<file path="src/rtl/aes_key_sched_ctrl.sv">
// AES-128 key expansion sequencer: walks aes_key_xor through rounds 1..NR and streams round keys.
// Optional reverse-order replay of the last expansion when AES_KEY_SCHED_REPLAY_EN is defined.
module aes_key_sched_ctrl #(
  parameter int unsigned NR   = 10,
  parameter int unsigned RD_W = 4
) (
  input  logic            clk,
  input  logic            reset,
  input  logic            start,
  input  logic [127:0]    key_in,
`ifdef AES_KEY_SCHED_REPLAY_EN
  input  logic            replay,
`endif
  output logic            busy,
  output logic            done,
  output logic            sbox_req,
  output logic [31:0]     sbox_word,
  input  logic            sbox_ack,
  input  logic [31:0]     sbox_out,
  output logic [RD_W-1:0] RD,
  output logic [31:0]     keyBox_out,
  output logic [127:0]    old_key,
  input  logic [127:0]    new_key,
  output logic            rk_valid,
  input  logic            rk_ready,
  output logic [127:0]    round_key,
  output logic [RD_W-1:0] rk_round
);

  typedef enum logic [2:0] {StIdle, StEmit, StSub, StXor, StDone} state_e;

  state_e          state_q, state_d;
  logic [127:0]    key_q, key_d;
  logic [31:0]     sbox_q, sbox_d;
  logic [RD_W-1:0] round_q, round_d;

`ifdef AES_KEY_SCHED_REPLAY_EN
  logic [127:0] store_q [NR+1];
  logic         replay_q, replay_d;
  logic         exp_valid_q, exp_valid_d;
  logic         store_we;
`endif

  always_ff @(posedge clk) begin
    if (reset) begin
      state_q <= StIdle;
      key_q   <= '0;
      sbox_q  <= '0;
      round_q <= '0;
`ifdef AES_KEY_SCHED_REPLAY_EN
      replay_q    <= 1'b0;
      exp_valid_q <= 1'b0;
`endif
    end else begin
      state_q <= state_d;
      key_q   <= key_d;
      sbox_q  <= sbox_d;
      round_q <= round_d;
`ifdef AES_KEY_SCHED_REPLAY_EN
      replay_q    <= replay_d;
      exp_valid_q <= exp_valid_d;
`endif
    end
  end

`ifdef AES_KEY_SCHED_REPLAY_EN
  // Key store is not reset; exp_valid_q alone gates its use.
  always_ff @(posedge clk) begin
    if (store_we) store_q[round_q] <= key_q;
  end
`endif

  always_comb begin
    state_d   = state_q;
    key_d     = key_q;
    sbox_d    = sbox_q;
    round_d   = round_q;
    busy      = 1'b0;
    done      = 1'b0;
    sbox_req  = 1'b0;
    sbox_word = '0;
    RD        = '0;
    rk_valid  = 1'b0;
`ifdef AES_KEY_SCHED_REPLAY_EN
    replay_d    = replay_q;
    exp_valid_d = exp_valid_q;
    store_we    = 1'b0;
`endif
    unique case (state_q)
      StIdle: begin
        if (start) begin
          key_d   = key_in;
          round_d = '0;
          state_d = StEmit;
`ifdef AES_KEY_SCHED_REPLAY_EN
          replay_d = 1'b0;
        end else if (replay && exp_valid_q) begin
          key_d    = store_q[NR];
          round_d  = RD_W'(NR);
          replay_d = 1'b1;
          state_d  = StEmit;
`endif
        end
      end
      StEmit: begin
        busy     = 1'b1;
        rk_valid = 1'b1;
        if (rk_ready) begin
`ifdef AES_KEY_SCHED_REPLAY_EN
          store_we = !replay_q;
          if (replay_q) begin
            if (round_q == '0) begin
              state_d = StDone;
            end else begin
              round_d = round_q - RD_W'(1);
              key_d   = store_q[round_d];
            end
          end else
`endif
          if (round_q == RD_W'(NR)) state_d = StDone;
          else                      state_d = StSub;
        end
      end
      StSub: begin
        busy      = 1'b1;
        sbox_req  = 1'b1;
        sbox_word = {key_q[23:0], key_q[31:24]};
        if (sbox_ack) begin
          sbox_d  = sbox_out;
          state_d = StXor;
        end
      end
      StXor: begin
        busy    = 1'b1;
        RD      = round_q + RD_W'(1);
        key_d   = new_key;
        round_d = round_q + RD_W'(1);
        state_d = StEmit;
      end
      StDone: begin
        done    = 1'b1;
        state_d = StIdle;
`ifdef AES_KEY_SCHED_REPLAY_EN
        if (!replay_q) exp_valid_d = 1'b1;
        replay_d = 1'b0;
`endif
      end
      default: state_d = StIdle;
    endcase
  end

  assign keyBox_out = sbox_q;
  assign old_key    = key_q;
  assign round_key  = key_q;
  assign rk_round   = round_q;

endmodule

</file>
<file path="config.mk">
export PLATFORM = sky130hd
export DESIGN_NAME = aes_key_sched_ctrl
export DESIGN_NICKNAME = d
export VERILOG_FILES = /design/src/rtl/aes_key_sched_ctrl.sv
export SDC_FILE = /design/constraint.sdc
export NUM_CORES = 1
export LEC_CHECK = 0
export ABC_CLOCK_PERIOD_IN_PS = 2250
export CORE_AREA = 2 2 244 246
export CTS_BUF_LIST = sky130_fd_sc_hd__clkbuf_4
export DETAILED_ROUTE_END_ITERATION = 8
export DIE_AREA = 0 0 246 248
export PLACE_DENSITY = 0.44
export SLEW_MARGIN = 20
export SYNTH_ARGS = -nofsm -noshare
export SYNTH_HDL_FRONTEND = slang
export SYNTH_SLANG_ARGS = --single-unit
</file>
<file path="constraint.sdc">
create_clock -name clk -period 2.25 [get_ports clk]
set_input_delay 0.675 -clock clk [delete_from_list [all_inputs] [get_ports clk]]
set_output_delay 0.675 -clock clk [all_outputs]
set_load 0.01 [all_outputs]
</file>
Word level (Yosys, flattened, before mapping)
Index checks and enable logic that the tools add are counted.
{"block": "op_classes", "n_reduce_logical": 6, "add_sub_neg": 1, "eq_ne": 8, "mux": 15}
{"cell": "128-bit case mux with 2 select lines", "n": 1}
{"cell": "128-bit 2-to-1 mux", "n": 1}
{"cell": "32-bit 2-to-1 mux", "n": 1}
{"cell": "3-bit 2-to-1 mux", "n": 4}
{"cell": "3-bit case mux with 4 select lines", "n": 1}
{"cell": "4-bit 2-to-1 mux", "n": 2}
{"cell": "4-bit case mux with 2 select lines", "n": 1}
{"cell": "3-bit by 2-bit == test with 1-bit output (second input constant)", "n": 2}
{"cell": "2-bit != test (second input constant)", "n": 3}
{"cell": "4-bit by 1-bit adder with 4-bit output (second input constant)", "n": 1}
{"cell": "4-bit == test (second input constant)", "n": 1}
{"cell": "1-bit 2-to-1 mux", "n": 4}
{"cell": "2-bit AND reduction", "n": 2}
{"cell": "3-bit by 1-bit == test with 1-bit output (second input constant)", "n": 1}
{"cell": "3-bit == test (second input constant)", "n": 1}
{"cell": "3-bit zero test", "n": 1}
{"cell": "3-bit AND reduction", "n": 1}
{"cell": "3-bit OR reduction", "n": 1}
{"cell": "2-bit nonzero test", "n": 1}
{"block": "totals", "output_inout_bits": 332, "elab_cells": 34, "in_bits": 293, "ff_bits": 167}

Depth between registers and ports, before layout
Gate-level depths: netlist (run 1).
{"block": "depth", "word_depth": 4, "mapped_depth": 6, "depth_no_buf": 5}

Least setup slack after synthesis (run 1)
No wires, ideal clock.
{"block": "synth_timing", "kind": "register to output", "from": "register state_q[1]", "to": "output port sbox_word[21]", "arrival_ns": 1.388, "t_required_ns": 1.575, "setup_slack_ns": 0.187, "stages_incl_launch_ff": 5, "path_cell_list": "dfxtp_1 > buf_4 > nor3b_1 > clkbuf_1 > and2_1"}
{"block": "synth_between", "elab_chain_len": 2}
{"item": "start: declaration", "line": "32", "text": "state_e state_q, state_d;"}
{"item": "start signal: assignment", "line": "46", "text": "state_q <= StIdle;"}
{"item": "start signal: assignment", "line": "55", "text": "state_q <= state_d;"}
{"item": "3-bit by 2-bit == test with 1-bit output", "line": "89", "text": "unique case (state_q)"}
{"item": "32-bit 2-to-1 mux", "line": "89"}
{"item": "end: declaration", "line": "17", "text": "output logic [31:0] sbox_word,"}
Every way passes these cells.

Worst setup path after layout (run 1)
{"block": "layout_timing", "from": "register state_q[1]", "to": "output port sbox_word[28]"}
The elaborated chain is that of the path after synthesis.

==> results of run 1 <==
layer usage:
metal | part of all wire [%] | vias to the layer above | global-route usage [%]
li1 | - | 4751 | -
met4 | 1.4 | 0 | 3.62
met3 | 8.4 | 26 | 5.26
met1 | 40 | 4665 | 16.8
met2 | 50 | 402 | 25.1
met5 | 0 | - | 0
report_power, final:
part / leakage [nW] / internal, mW / switching, mW
clock network: 0.160 / 0.534 / 1.46
logic: 4.95 / 1.63 / 1.37
registers: 1.43 / 3.29 / 0.228
total: 6.54 / 5.45 / 3.07
worst max-delay path: cells and delay by family (launching register included):
family	cells	cell delay, ps
buffers and inverters	4	490
DFF	1	380
and+or+nand+nor	2	360
state kept, by name, summed over array words and instances (netlist names):
name	cells
old_key	128
keyBox_out	32
rk_round	4
state_q	3
worst min-delay path by stage:
stage	start	to
final	reset	rk_round[1]
after global placement	keyBox_out[31]	keyBox_out[31]
after detailed placement	keyBox_out[5]	keyBox_out[5]
after floorplan	keyBox_out[0]	keyBox_out[0]
after CTS	reset	keyBox_out[31]
after global routing	reset	rk_round[1]
kinds of logic (layout without fill, tap and decap cells):
| logic type | after synthesis | in the layout | synth area share [%] |
|---|---|---|---|
| adder cells (fa/ha/maj) | 2 | 2 | 0.294 |
| AND/OR/NAND/NOR | 382 | 382 | 20.9 |
| other | 0 | 2 | 0 |
| buffers and inverters | 234 | 802 | 18.0 |
| flip-flops | 167 | 167 | 39.3 |
| XOR/XNOR | 2 | 2 | 0.206 |
| AO/OA/AOI/OAI | 294 | 294 | 21.2 |
cell usage after synthesis (2+ instances only):
master,n
nand2_1,195
dfxtp_1,167
buf_4,136
nor3_1,129
a211oi_1,128
o21ai_1,102
buf_2,43
clkbuf_1,40
a21oi_1,35
and2_1,33
o21ai_0,25
buf_6,12
nor2_1,6
a311oi_1,2
and3b_1,2
ha_1,2
inv_1,2
nand2b_1,2
nand3_1,2
nor3b_1,2
layout make-up:
class                           count  share of cell area, %
Timing Repair Buffer              768                   45.0
Antenna cell                        2                 0.0319
Tap cell                          773                   6.16
Clock inverter                     15                   1.12
Clock buffer                       17                  0.813
Multi-Input combinational cell    680                   24.0
Sequential cell                   167                   22.9
Inverter                            2                 0.0478
cells in the final DEF, fill, tap and decap left out, types with 35 or more instances in the layout:
cell type	synthesis	routed
clkdlybuf4s15_1	0	36
nand2_1	195	195
buf_4	136	128
a211oi_1	128	128
dlygate4sd2_1	0	166
clkdlybuf4s50_1	0	291
o21ai_1	102	102
buf_6	12	38
a21oi_1	35	35
dfxtp_2	0	104
buf_2	43	65
nor3_1	129	129
through the flow:
stage | cells | power [mW] | instance area (um2) | TNS, ps
final | 2424 | 8.51 | 15700 | -10980
after floorplan | 1081 | 4.90 | 8510 | 0
after global placement | 2299 | 6.61 | 14800 | -15570
after CTS | 2417 | 8.73 | 15700 | -21570
after detailed placement | 2299 | 6.62 | 14800 | -14860
after global routing | 2424 | 9.04 | 15700 | -18590
what timing repair did:
item	4_1_cts	5_1_grt
pin swaps	25	4
setup buffers	83	7
resized for setup	952	36
cloned	3	0
endpoints found under the setup margin	332	64
==> run metrics, run 1 <==
hold_buf cts 0; synthesized area 0.00851 mm2; #FFs+latches synth 167; vias in the first global route 9795; DRT iter0 DRCs 288; EDFF count, synth 0; clock-pin slew on the worst setup and hold paths 180 ps; Worst Skew 26.9 ps; top_reg_cell synth dfxtp_1; cell count after synthesis 1081; Port Buffer Count 624; Synth area leaders dfxtp_1, buf_4, a211oi_1; Avg Vias per Cell 4.06; area of the core 0.0585 mm2; Synthesized Nets 1376; Placement Setup Slack -171 ps; leak pwr 6.54 nW; setup slack after layout -377 ps; number of routed nets with antenna violations 0; Most common cell on crit path buf_6; CP arrival 1950 ps; CTS root buf clkbuf_4; Max rail drop VDD 0.000304 V; RSZ-0062 raised after global routing true; clock sinks 167; Initial Utilization 14.6%; worst-skew pair later-pin latency 710 ps; Synth Warn # 0; reg2reg start state_q[0]; Worst Path Required 1570 ps; sequential area share after synthesis 39.3%; CP endpoint kind output port; Mean Syn Cell Area 7.87 um2; footprint of the multi-input gates 0.00376 mm2; area grow syn2layout 84.4%; FILL cells 6463; area share of the largest cell type after synthesis 39.3%; Worst Hold Depth 2; DRT Pass-1 Iters 4; slowest stage cell, crit path dfxtp_2; r2r setup slk 140 ps; GR Overflow Total 0; fin util 26.8%; slew margin rel. 51.0%; f_max 0.381 GHz; antenna violations before repair 3; Final Critical Period 2630 ps; HPWL after DPL 32800 um; critical path cell sequence nor3b_4 -> buf_6 -> buf_12 -> buf_16 -> and2_4 -> buf_6; CP Class reg2out; Max-cap violations 0; htree depth 4; area leader, netlist dfxtp_1; sequential cell area 0.00359 mm2; CTS tree yes; reg-to-reg critical path endpoint old_key[58]; Global Route Usage Sum 14.5%; failing checks negative setup slack; Hold WS 369 ps; share of layout cells above drive strength 1 28.9%; Die Y 248 um; CP Capture Point sbox_word[28]; final WL 45500 um; Slew @ Worst Pin 734 ps; Async S/R FF share, synth 0%; R2R depth 8; worst-path fanout max 4; Cell Pwr Density 542 mW/mm2; die footprint 0.0610 mm2; Hold Path Class in2reg; final setup fails 40; Tcrit/Tclk final 117%; Die W 246 um; Via Count 9844; # nets final 1931; slowest stage delay, CP 380 ps; # DRC 0; cell row count 89; Hold Vio Cnt, Final 0; Yosys cell types 36; first-pass GRT wire length 65600 um; maximum number of pins on one net before global-route repair 145; status finished with violations; Avg WL per Cell 18.8 um; CTS Buf Count 17; Worst setup SP type flip-flop; Longest Clk Path Bufs 2; gpl congestion 0.769; # IOs 625; Max Slew Vio Count 0; Critical Path Source state_q[1]
(Power assumes the default switching activity.)
==> inputs of run 2 (changes only) <==
--- a/config.mk
+++ b/config.mk
@@ -8,8 +8,11 @@
 export ABC_CLOCK_PERIOD_IN_PS = 2250
 export CORE_AREA = 2 2 244 246
 export CTS_BUF_LIST = sky130_fd_sc_hd__clkbuf_4
+export CTS_CLUSTER_DIAMETER = 200
+export CTS_CLUSTER_SIZE = 28
 export DETAILED_ROUTE_END_ITERATION = 8
 export DIE_AREA = 0 0 246 248
+export GPL_ROUTABILITY_DRIVEN = 1
 export PLACE_DENSITY = 0.44
 export SLEW_MARGIN = 20
 export SYNTH_ARGS = -nofsm -noshare
==> results of run 2 <==
No change in the layout: final DEF, timing and power equal those of run 1.
==> inputs of run 3 (changes only) <==
--- a/config.mk
+++ b/config.mk
@@ -7,13 +7,15 @@
 export LEC_CHECK = 0
 export ABC_CLOCK_PERIOD_IN_PS = 2250
 export CORE_AREA = 2 2 244 246
-export CTS_BUF_LIST = sky130_fd_sc_hd__clkbuf_4
+export CTS_BUF_LIST = sky130_fd_sc_hd__clkbuf_4 sky130_fd_sc_hd__clkbuf_8 sky130_fd_sc_hd__clkbuf_16
 export CTS_CLUSTER_DIAMETER = 200
 export CTS_CLUSTER_SIZE = 28
 export DETAILED_ROUTE_END_ITERATION = 8
 export DIE_AREA = 0 0 246 248
+export DONT_BUFFER_PORTS = 1
 export GPL_ROUTABILITY_DRIVEN = 1
-export PLACE_DENSITY = 0.44
+export PLACE_DENSITY = 0.3
+export SKIP_CTS_REPAIR_TIMING = 1
 export SLEW_MARGIN = 20
 export SYNTH_ARGS = -nofsm -noshare
 export SYNTH_HDL_FRONTEND = slang
==> run 3 against run 2 <==
The run still ends with negative setup slack left. Sequential share of layout area grew 13 points. Count of clock-buffer cells in the layout is 2 higher. Worst setup slack better by 350 ps. Largest power group unchanged.
==> run metrics, run 3 (synthesized netlist as in run 1, its figures left out) <==
status finished with violations; failing checks negative setup slack; Die W 246 um; Global Route Usage Sum 11.3%; Slew @ Worst Pin 618 ps; first-pass GRT wire length 50000 um; Final Cell Area 0.00928 mm2; # DRC 0; share of layout cells above drive strength 1 14.7%; most frequent cells in the layout nand2_1, dfxtp_1, nor3_1; DRT iter0 DRCs 237; antenna violations before repair 3; Port Buffer Count 0; R2R depth 8; vias in the first global route 7040; Hold EP old_key[114]; f_max 0.440 GHz; DRT Pass-1 Iters 4; HPWL after DPL 25700 um; slew margin rel. 58.8%; clock sinks 167; Max Slew Vio Count 0; sequential cell area 0.00336 mm2; most common cell after layout, fill and taps aside nand2_1; worst-path fanout max 18; # nets final 1224; clock-pin slew on the worst setup and hold paths 80 ps; cell row count 89; footprint of the multi-input gates 0.00375 mm2; Worst Hold Depth 1; Final Critical Period 2270 ps; htree depth 4; CTS root buf clkbuf_16; Via Count 7249; Worst Path Required 1570 ps; Tcrit/Tclk final 101%; Avg Vias per Cell 4.22; CP arrival 1600 ps; Max rail drop VDD 0.000582 V; Worst setup SP type flip-flop; Max-cap violations 0; FILL cells 6704; max reg flops 128; area grow syn2layout 9.06%; Worst Skew 7.30 ps; gpl congestion 0.735; CTS tree yes; setup slack after layout -23.3 ps; Cell Pwr Density 867 mW/mm2; Longest Clk Path Bufs 2; reg2reg start state_q[0]; CP endpoint kind output port; # IOs 625; total power draw 8.05 mW; final WL 36500 um; Placement Setup Slack 226 ps; GR Overflow Total 0; Die Y 248 um; worst-skew pair later-pin latency 480 ps; Hold Vio Cnt, Final 0; die footprint 0.0610 mm2; area of the core 0.0585 mm2; r2r setup slk 260 ps; CP Class reg2out; Initial Utilization 14.6%; final setup fails 17; Post-DP Area 0.00842 mm2; CTS Buf Count 17; HP Start reset; maximum number of pins on one net before global-route repair 168; leak pwr 2.97 nW; reg-to-reg critical path endpoint old_key[30]; RSZ-0062 raised after global routing true; number of routed nets with antenna violations 0; Hold Path Class in2reg; Avg WL per Cell 21.2 um
## run 3: worst max path at each step
stage	cells after the start	endpoint	start	slack, ps
6_report	4	sbox_word[4]	state_q[0]	-20
5_1_grt	4	sbox_word[5]	state_q[1]	-120
4_1_cts	3	sbox_word[29]	state_q[1]	-350
3_5_place_dp	3	sbox_word[29]	state_q[1]	230
3_3_place_gp	4	rk_round[3]	state_q[2]	260
2_1_floorplan	4	sbox_word[21]	state_q[1]	190
## run 3: cell type report
type,count,area share (%)
clock buffers,19,4.81
flip-flops and latches,167,36.2
diodes,3,0.0809
multi-input cells,680,40.4
inverters,2,0.0809
well taps,773,10.4
clock inverters,12,1.54
repair buffers,61,6.46
## run 3: worst max-delay path, cell delays in order (launching register included)
cell and delay [ps]:
dfxtp_4 390, nor3b_4 220, buf_4 150, buf_12 150, and2_4 180
## run 3: layer usage
| metal | part of all wire [%] | vias up | routed length [um] | track usage [%] |
|---|---|---|---|---|
| li1 | - | 3349 | - | - |
| met1 | 38 | 3496 | 14000 | 12.3 |
| met2 | 49 | 361 | 17900 | 18.7 |
| met3 | 9.8 | 43 | 3570 | 5.21 |
| met4 | 2.7 | 0 | 968 | 5.01 |
| met5 | 0 | - | 0 | 0 |
## run 3: where the power goes
group / switching (mW) / internal (mW) / total [mW] / leakage, nW
registers: 0.650 / 3.23 / 3.88 / 1.38
clock network: 1.45 / 1.69 / 3.15 / 0.282
logic: 0.574 / 0.443 / 1.02 / 1.31
total: 2.68 / 5.37 / 8.05 / 2.97
## run 3: stage by stage
step,hold slack (ps),util [%],TNS (ps),std cells
CTS,198,15.4,-12410,1698
floorplan,481,-,0,1081
global placement,493,14.4,0,1667
finish,264,15.9,-244,1717
global route,218,15.9,-2700,1717
detailed placement,495,14.4,0,1667
